$ cat src/rtl/sram_req_arbiter.sv
// sram_req_arbiter: merges an instruction and a data SRAM-like request port
// onto one downstream SRAM-like port, and routes completions back in order.
//
// Optional build macro: ARB_RR_EN selects round-robin arbitration between
// the two requesters. When it is undefined, data has fixed priority over
// instruction.
//
// Ports:
//   aclk, aresetn                    clock, asynchronous active-low reset
//   inst_req/inst_addr               instruction read request (size 2)
//   inst_addr_ok/inst_data_ok        instruction accept / completion strobes
//   inst_rdata                       instruction read data
//   data_req/wr/size/addr/wstrb/wdata  data request
//   data_addr_ok/data_data_ok        data accept / completion strobes
//   data_rdata                       data read data
//   m_req/wr/size/addr/wstrb/wdata   downstream request (mux of the granted side)
//   m_addr_ok/m_data_ok/m_rdata      downstream accept, completion, read data
module sram_req_arbiter #(
    parameter int unsigned OST_DEPTH = 4
) (
    input  logic        aclk,
    input  logic        aresetn,

    input  logic        inst_req,
    input  logic [31:0] inst_addr,
    output logic        inst_addr_ok,
    output logic        inst_data_ok,
    output logic [31:0] inst_rdata,

    input  logic        data_req,
    input  logic        data_wr,
    input  logic [1:0]  data_size,
    input  logic [31:0] data_addr,
    input  logic [3:0]  data_wstrb,
    input  logic [31:0] data_wdata,
    output logic        data_addr_ok,
    output logic        data_data_ok,
    output logic [31:0] data_rdata,

    output logic        m_req,
    output logic        m_wr,
    output logic [1:0]  m_size,
    output logic [31:0] m_addr,
    output logic [3:0]  m_wstrb,
    output logic [31:0] m_wdata,
    input  logic        m_addr_ok,
    input  logic        m_data_ok,
    input  logic [31:0] m_rdata
);

    localparam int unsigned PTR_W = (OST_DEPTH > 1) ? $clog2(OST_DEPTH) : 1;
    localparam int unsigned CNT_W = PTR_W + 1;

    // Grant lock: held while the granted request waits for m_addr_ok.
    typedef enum logic [1:0] {
        ST_IDLE      = 2'd0,
        ST_LOCK_INST = 2'd1,
        ST_LOCK_DATA = 2'd2
    } lock_state_e;

    lock_state_e       state_q;
    lock_state_e       state_d;

    logic [OST_DEPTH-1:0] tag_q;
    logic [PTR_W-1:0]     wr_ptr_q;
    logic [PTR_W-1:0]     rd_ptr_q;
    logic [CNT_W-1:0]     count_q;

    logic gnt_data;
    logic pri_data;
    logic req_sel;
    logic full;
    logic accept;
    logic pop;
    logic head;

    // Which side wins when both request and no lock is held.
`ifdef ARB_RR_EN
    logic rr_data_first_q;

    assign pri_data = data_req & (~inst_req | rr_data_first_q);

    // After every accepted grant the other side gets priority next time.
    always_ff @(posedge aclk or negedge aresetn) begin
        if (!aresetn) begin
            rr_data_first_q <= 1'b1;
        end else if (accept) begin
            rr_data_first_q <= ~gnt_data;
        end
    end
`else
    assign pri_data = data_req;
`endif

    assign full = (count_q == CNT_W'(OST_DEPTH));

    // Lock state register.
    always_ff @(posedge aclk or negedge aresetn) begin
        if (!aresetn) begin
            state_q <= ST_IDLE;
        end else begin
            state_q <= state_d;
        end
    end

    // Grant selection and lock next-state.
    always_comb begin
        state_d  = state_q;
        gnt_data = 1'b0;
        req_sel  = 1'b0;
        case (state_q)
            ST_LOCK_INST: gnt_data = 1'b0;
            ST_LOCK_DATA: gnt_data = 1'b1;
            default:      gnt_data = pri_data;
        endcase
        req_sel = gnt_data ? data_req : inst_req;
        // A full tag FIFO suppresses m_req, so a pending lock simply persists.
        if (aresetn && !full && req_sel) begin
            if (m_addr_ok) begin
                state_d = ST_IDLE;
            end else begin
                state_d = gnt_data ? ST_LOCK_DATA : ST_LOCK_INST;
            end
        end
    end

    // Reset gates m_req so all strobes are low while aresetn is asserted.
    assign m_req   = aresetn & ~full & req_sel;
    assign m_wr    = gnt_data & data_wr;
    assign m_size  = gnt_data ? data_size  : 2'd2;
    assign m_addr  = gnt_data ? data_addr  : inst_addr;
    assign m_wstrb = gnt_data ? data_wstrb : 4'd0;
    assign m_wdata = gnt_data ? data_wdata : 32'd0;

    assign accept       = m_req & m_addr_ok;
    assign inst_addr_ok = accept & ~gnt_data;
    assign data_addr_ok = accept & gnt_data;

    // Responses with no outstanding tag are dropped.
    assign pop  = m_data_ok & (count_q != '0);
    assign head = tag_q[rd_ptr_q];

    assign inst_data_ok = pop & ~head;
    assign data_data_ok = pop & head;
    assign inst_rdata   = m_rdata;
    assign data_rdata   = m_rdata;

    // Owner tag FIFO (0 = inst, 1 = data); pointers wrap at the power-of-2 depth.
    always_ff @(posedge aclk or negedge aresetn) begin
        if (!aresetn) begin
            tag_q    <= '0;
            wr_ptr_q <= '0;
            rd_ptr_q <= '0;
            count_q  <= '0;
        end else begin
            if (accept) begin
                tag_q[wr_ptr_q] <= gnt_data;
                wr_ptr_q        <= wr_ptr_q + PTR_W'(1);
            end
            if (pop) begin
                rd_ptr_q <= rd_ptr_q + PTR_W'(1);
            end
            case ({accept, pop})
                2'b10:   count_q <= count_q + CNT_W'(1);
                2'b01:   count_q <= count_q - CNT_W'(1);
                default: count_q <= count_q;
            endcase
        end
    end

endmodule

$ cat config.mk
export PLATFORM = sky130hd
export DESIGN_NAME = sram_req_arbiter
export DESIGN_NICKNAME = d
export VERILOG_FILES = /design/src/rtl/sram_req_arbiter.sv
export SDC_FILE = /design/constraint.sdc
export NUM_CORES = 1
export LEC_CHECK = 0
export BUFFER_PORTS_ARGS = -buffer_cell sky130_fd_sc_hd__buf_2
export CORE_AREA = 8 8 103 105
export DETAILED_ROUTE_END_ITERATION = 10
export DIE_AREA = 0 0 111 113
export GPL_ROUTABILITY_DRIVEN = 0
export SLEW_MARGIN = 20
export SYNTH_ARGS = -nofsm -noshare
export SYNTH_HDL_FRONTEND = slang
export SYNTH_SLANG_ARGS = --single-unit
$ cat constraint.sdc
create_clock -name aclk -period 2.6 [get_ports aclk]
set_input_delay 0.13 -clock aclk [delete_from_list [all_inputs] [get_ports aclk]]
set_output_delay 0.13 -clock aclk [all_outputs]
set_load 0.01 [all_outputs]
==> metrics.md <==
| Metric | Value |
|---|---|
| PD cells | `999 mW/mm^2` |
| Flops & latches, synth | `13` |
| Arr. time, crit path | `2.63 ns` |
| Multi-input gate area | `995 um^2` |
| Grt met1 use | `9.96%` |
| Min-Delay Startpoint | `m_data_ok` |
| Syn Inst Count | `275` |
| First-pass GRT wire length | `11400 um` |
| Vias | `2005` |
| HP Class | `in2reg` |
| Site Rows | `35` |
| GRT Overall Usage | `10.8%` |
| Synth Net Count | `423` |
| Fin nets | `540` |
| Largest net degree at the start of global routing | `74` |
| Synthesized area | `0.00188 mm^2` |
| Area after DPL | `0.00246 mm^2` |
| RSZ-0062 raised after global routing | `no` |
| Worst-path fanout max | `3` |
| Final-report hold violation count | `0` |
| H-tree levels | `1` |
| Average wire per standard cell | `14.7 um` |
| Total CTS buffers | `3` |
| Fin crit share | `95.2%` |
| Crit end category | `register` |
| Crit Path Class | `reg2reg` |
| DPL Wire Length | `6440 um` |
| GR Overflow Total | `0` |
| Worst Hold Depth | `3` |
| Initial core utilization | `20.9%` |
| Avg Cell Area, Syn | `6.83 um^2` |
| Fin crit period | `2.47 ns` |
| # setup viols final | `0` |
| Post-route ant nets | `0` |
| I/O pin cnt | `281` |
| Number of clock sinks | `13` |
| Final instance area | `0.00251 mm^2` |
| DRT Pass-1 Iters | `4` |
| Vias per cell | `3.99` |
| Worst r2r src | `state_q[1]` |
| Total negative setup slack | `0 ns` |
| Die ar. | `0.0125 mm^2` |
| Root buf cell | `clkbuf_8` |
| Register area | `325 um^2` |
| R2R Path End | `count_q[2]` |
| Fillers | `998` |
| FF-to-FF setup slack | `0.13 ns` |
| FF-to-FF path depth | `10` |
| Distinct cells, synth | `26` |
| Number of max-cap violations | `0` |
| Commonest non-fill, non-tap cell in the layout | `buf_2` |
| DRC errors left | `0` |
| Clock buffer depth | `2` |
| Core Area | `0.00898 mm^2` |
| CP Launch Type | `register` |
| Worst Max-Slew Pin Slew | `0.596 ns` |
| Post-synthesis sequential area ratio | `17.3%` |
| Vias in the first global route | `2306` |
| CP Data Required Time | `2.76 ns` |
| Clock slew at reported path FFs | `0.06 ns` |
| Clock skew | `0.00207 ns` |
| Die X | `111 um` |
| Max Slew Vio Count | `0` |
| Area Overhead vs Synth | `33.8%` |
| Clock latency on the worst-skew pair | `0.24 ns` |
| DR iter-0 viols | `96` |
| Leakage | `0.00156 uW` |
| GRT busiest layer | `met2` |
| Layout cells sized above 1 | `50.9%` |
| Most frequent cells in the layout | `184 x buf_2, 98 x nand2_1, 39 x and2_1` |
| GRT met3 Usage | `5.08%` |
| Peak supply drop | `0.000380 V` |
| Total wire length | `7390 um` |
| CTS tree | `built` |
| Max transition margin | `60.2%` |
| Ys Warns | `0` |
| Port Buf Inserts | `184` |
| Status | `finished, final reports clean` |
| Antenna violations before repair | `1` |
| Chip height | `113 um` |
| GR Util met2 | `20.2%` |
| Peak Freq | `0.404 GHz` |
| Hold worst-path end | `rd_ptr_q[0]` |
| Setup bufs post-CTS | `0` |
-- synth_stat cells, drive strengths merged --
library cell	n	share of area, %
xor2	2	0.93
o21ai	1	0.27
dfrtp	13	17
o31ai	1	0.40
inv	7	1.4
nor2	6	1.2
o2111a	1	0.67
ha	6	4.0
xnor2	4	1.9
nand2	99	20
buf	71	28
or3b	2	0.93
fa	1	1.1
mux2i	2	1.1
and2	39	13
a31oi	4	1.3
mux2	3	2.0
clkbuf	7	1.4
nand2b	1	0.33
a41oi	4	1.9
mux4	1	1.2
-- sequential cells by signal (all words and copies together) (netlist names) --
name	cells
rd_ptr_q	2
wr_ptr_q	2
state_q	2
count_q	3
tag_q	4
-- final cells by class --
cell class                 instances  share of cell area, %
multi-input combinational        177                   39.6
timing repair buffer             190                   39.0
sequential                        13                   12.9
tap                              111                   5.53
clock buffer                       4                   1.79
inverter                           7                   1.05
antenna                            1                 0.0996
-- layer usage --
layer  up-vias  routed length (um)  part of all wire, %
li1       1015                   -                    -
met5         -                   0                    0
met1       831                2510                   34
met4         0                 148                  2.0
met2       130                3800                   52
met3        29                 918                   12
-- how the worst max path moves through the flow --
stage	start	endpoint	slack [ns]	cells past startpoint
floorplan	state_q[1]	count_q[2]	0.18	10
global placement	state_q[1]	count_q[2]	0.20	10
detailed placement	state_q[1]	count_q[2]	0.15	10
CTS	state_q[1]	count_q[2]	0.12	10
global route	state_q[1]	count_q[2]	0.005	10
finish	state_q[1]	count_q[2]	0.13	10
-- metrics by stage --
step	cells	hold slack [ns]	utilization (%)	power, uW	setup slack [ns]
after floorplan	275	-0.166	-	1660	0.180
after global placement	497	0.0414	27.4	2360	0.196
after detailed placement	497	0.0441	27.4	2400	0.152
after CTS	502	0.208	28.0	2590	0.115
after global routing	503	0.229	28.0	2790	0.00492
final	503	0.212	28.0	2510	0.125
-- logic make-up (layout without fill, tap and decap cells) --
kind of cell,after synthesis,count (layout),share of synthesized area [%]
AO/OA/AOI/OAI,11,11,4.53
XOR/XNOR,6,6,2.80
adder cells (fa/ha/maj),7,7,5.06
buffers and inverters,85,201,30.4
flip-flops,13,13,17.3
multiplexers,6,6,4.26
other,0,1,0
AND/OR/NAND/NOR,147,147,35.6
-- report_power, final --
part	switching, uW	leakage [uW]	total (uW)	internal [uW]
clock	68.4	0.0000228	176	108
sequential	79.8	0.000154	388	308
combinational	1100	0.00138	1950	851
total	1250	0.00156	2510	1270
-- critical path, cell delays in order (launching register included) --
cell	delay [ns]
dfrtp_1	0.38
ha_1	0.33
mux2_4	0.32
o2111a_2	0.28
nand2_4	0.07
ha_1	0.18
inv_1	0.06
fa_1	0.37
xor2_1	0.15
nor2_1	0.12
xor2_1	0.16
-- timing repair --
action | CTS | global route
hold endpoints to repair | 13 | 0
gates resized for setup | 0 | 0
hold buffers | 1 | 0
No activity file was read; power rests on OpenSTA's default activity.
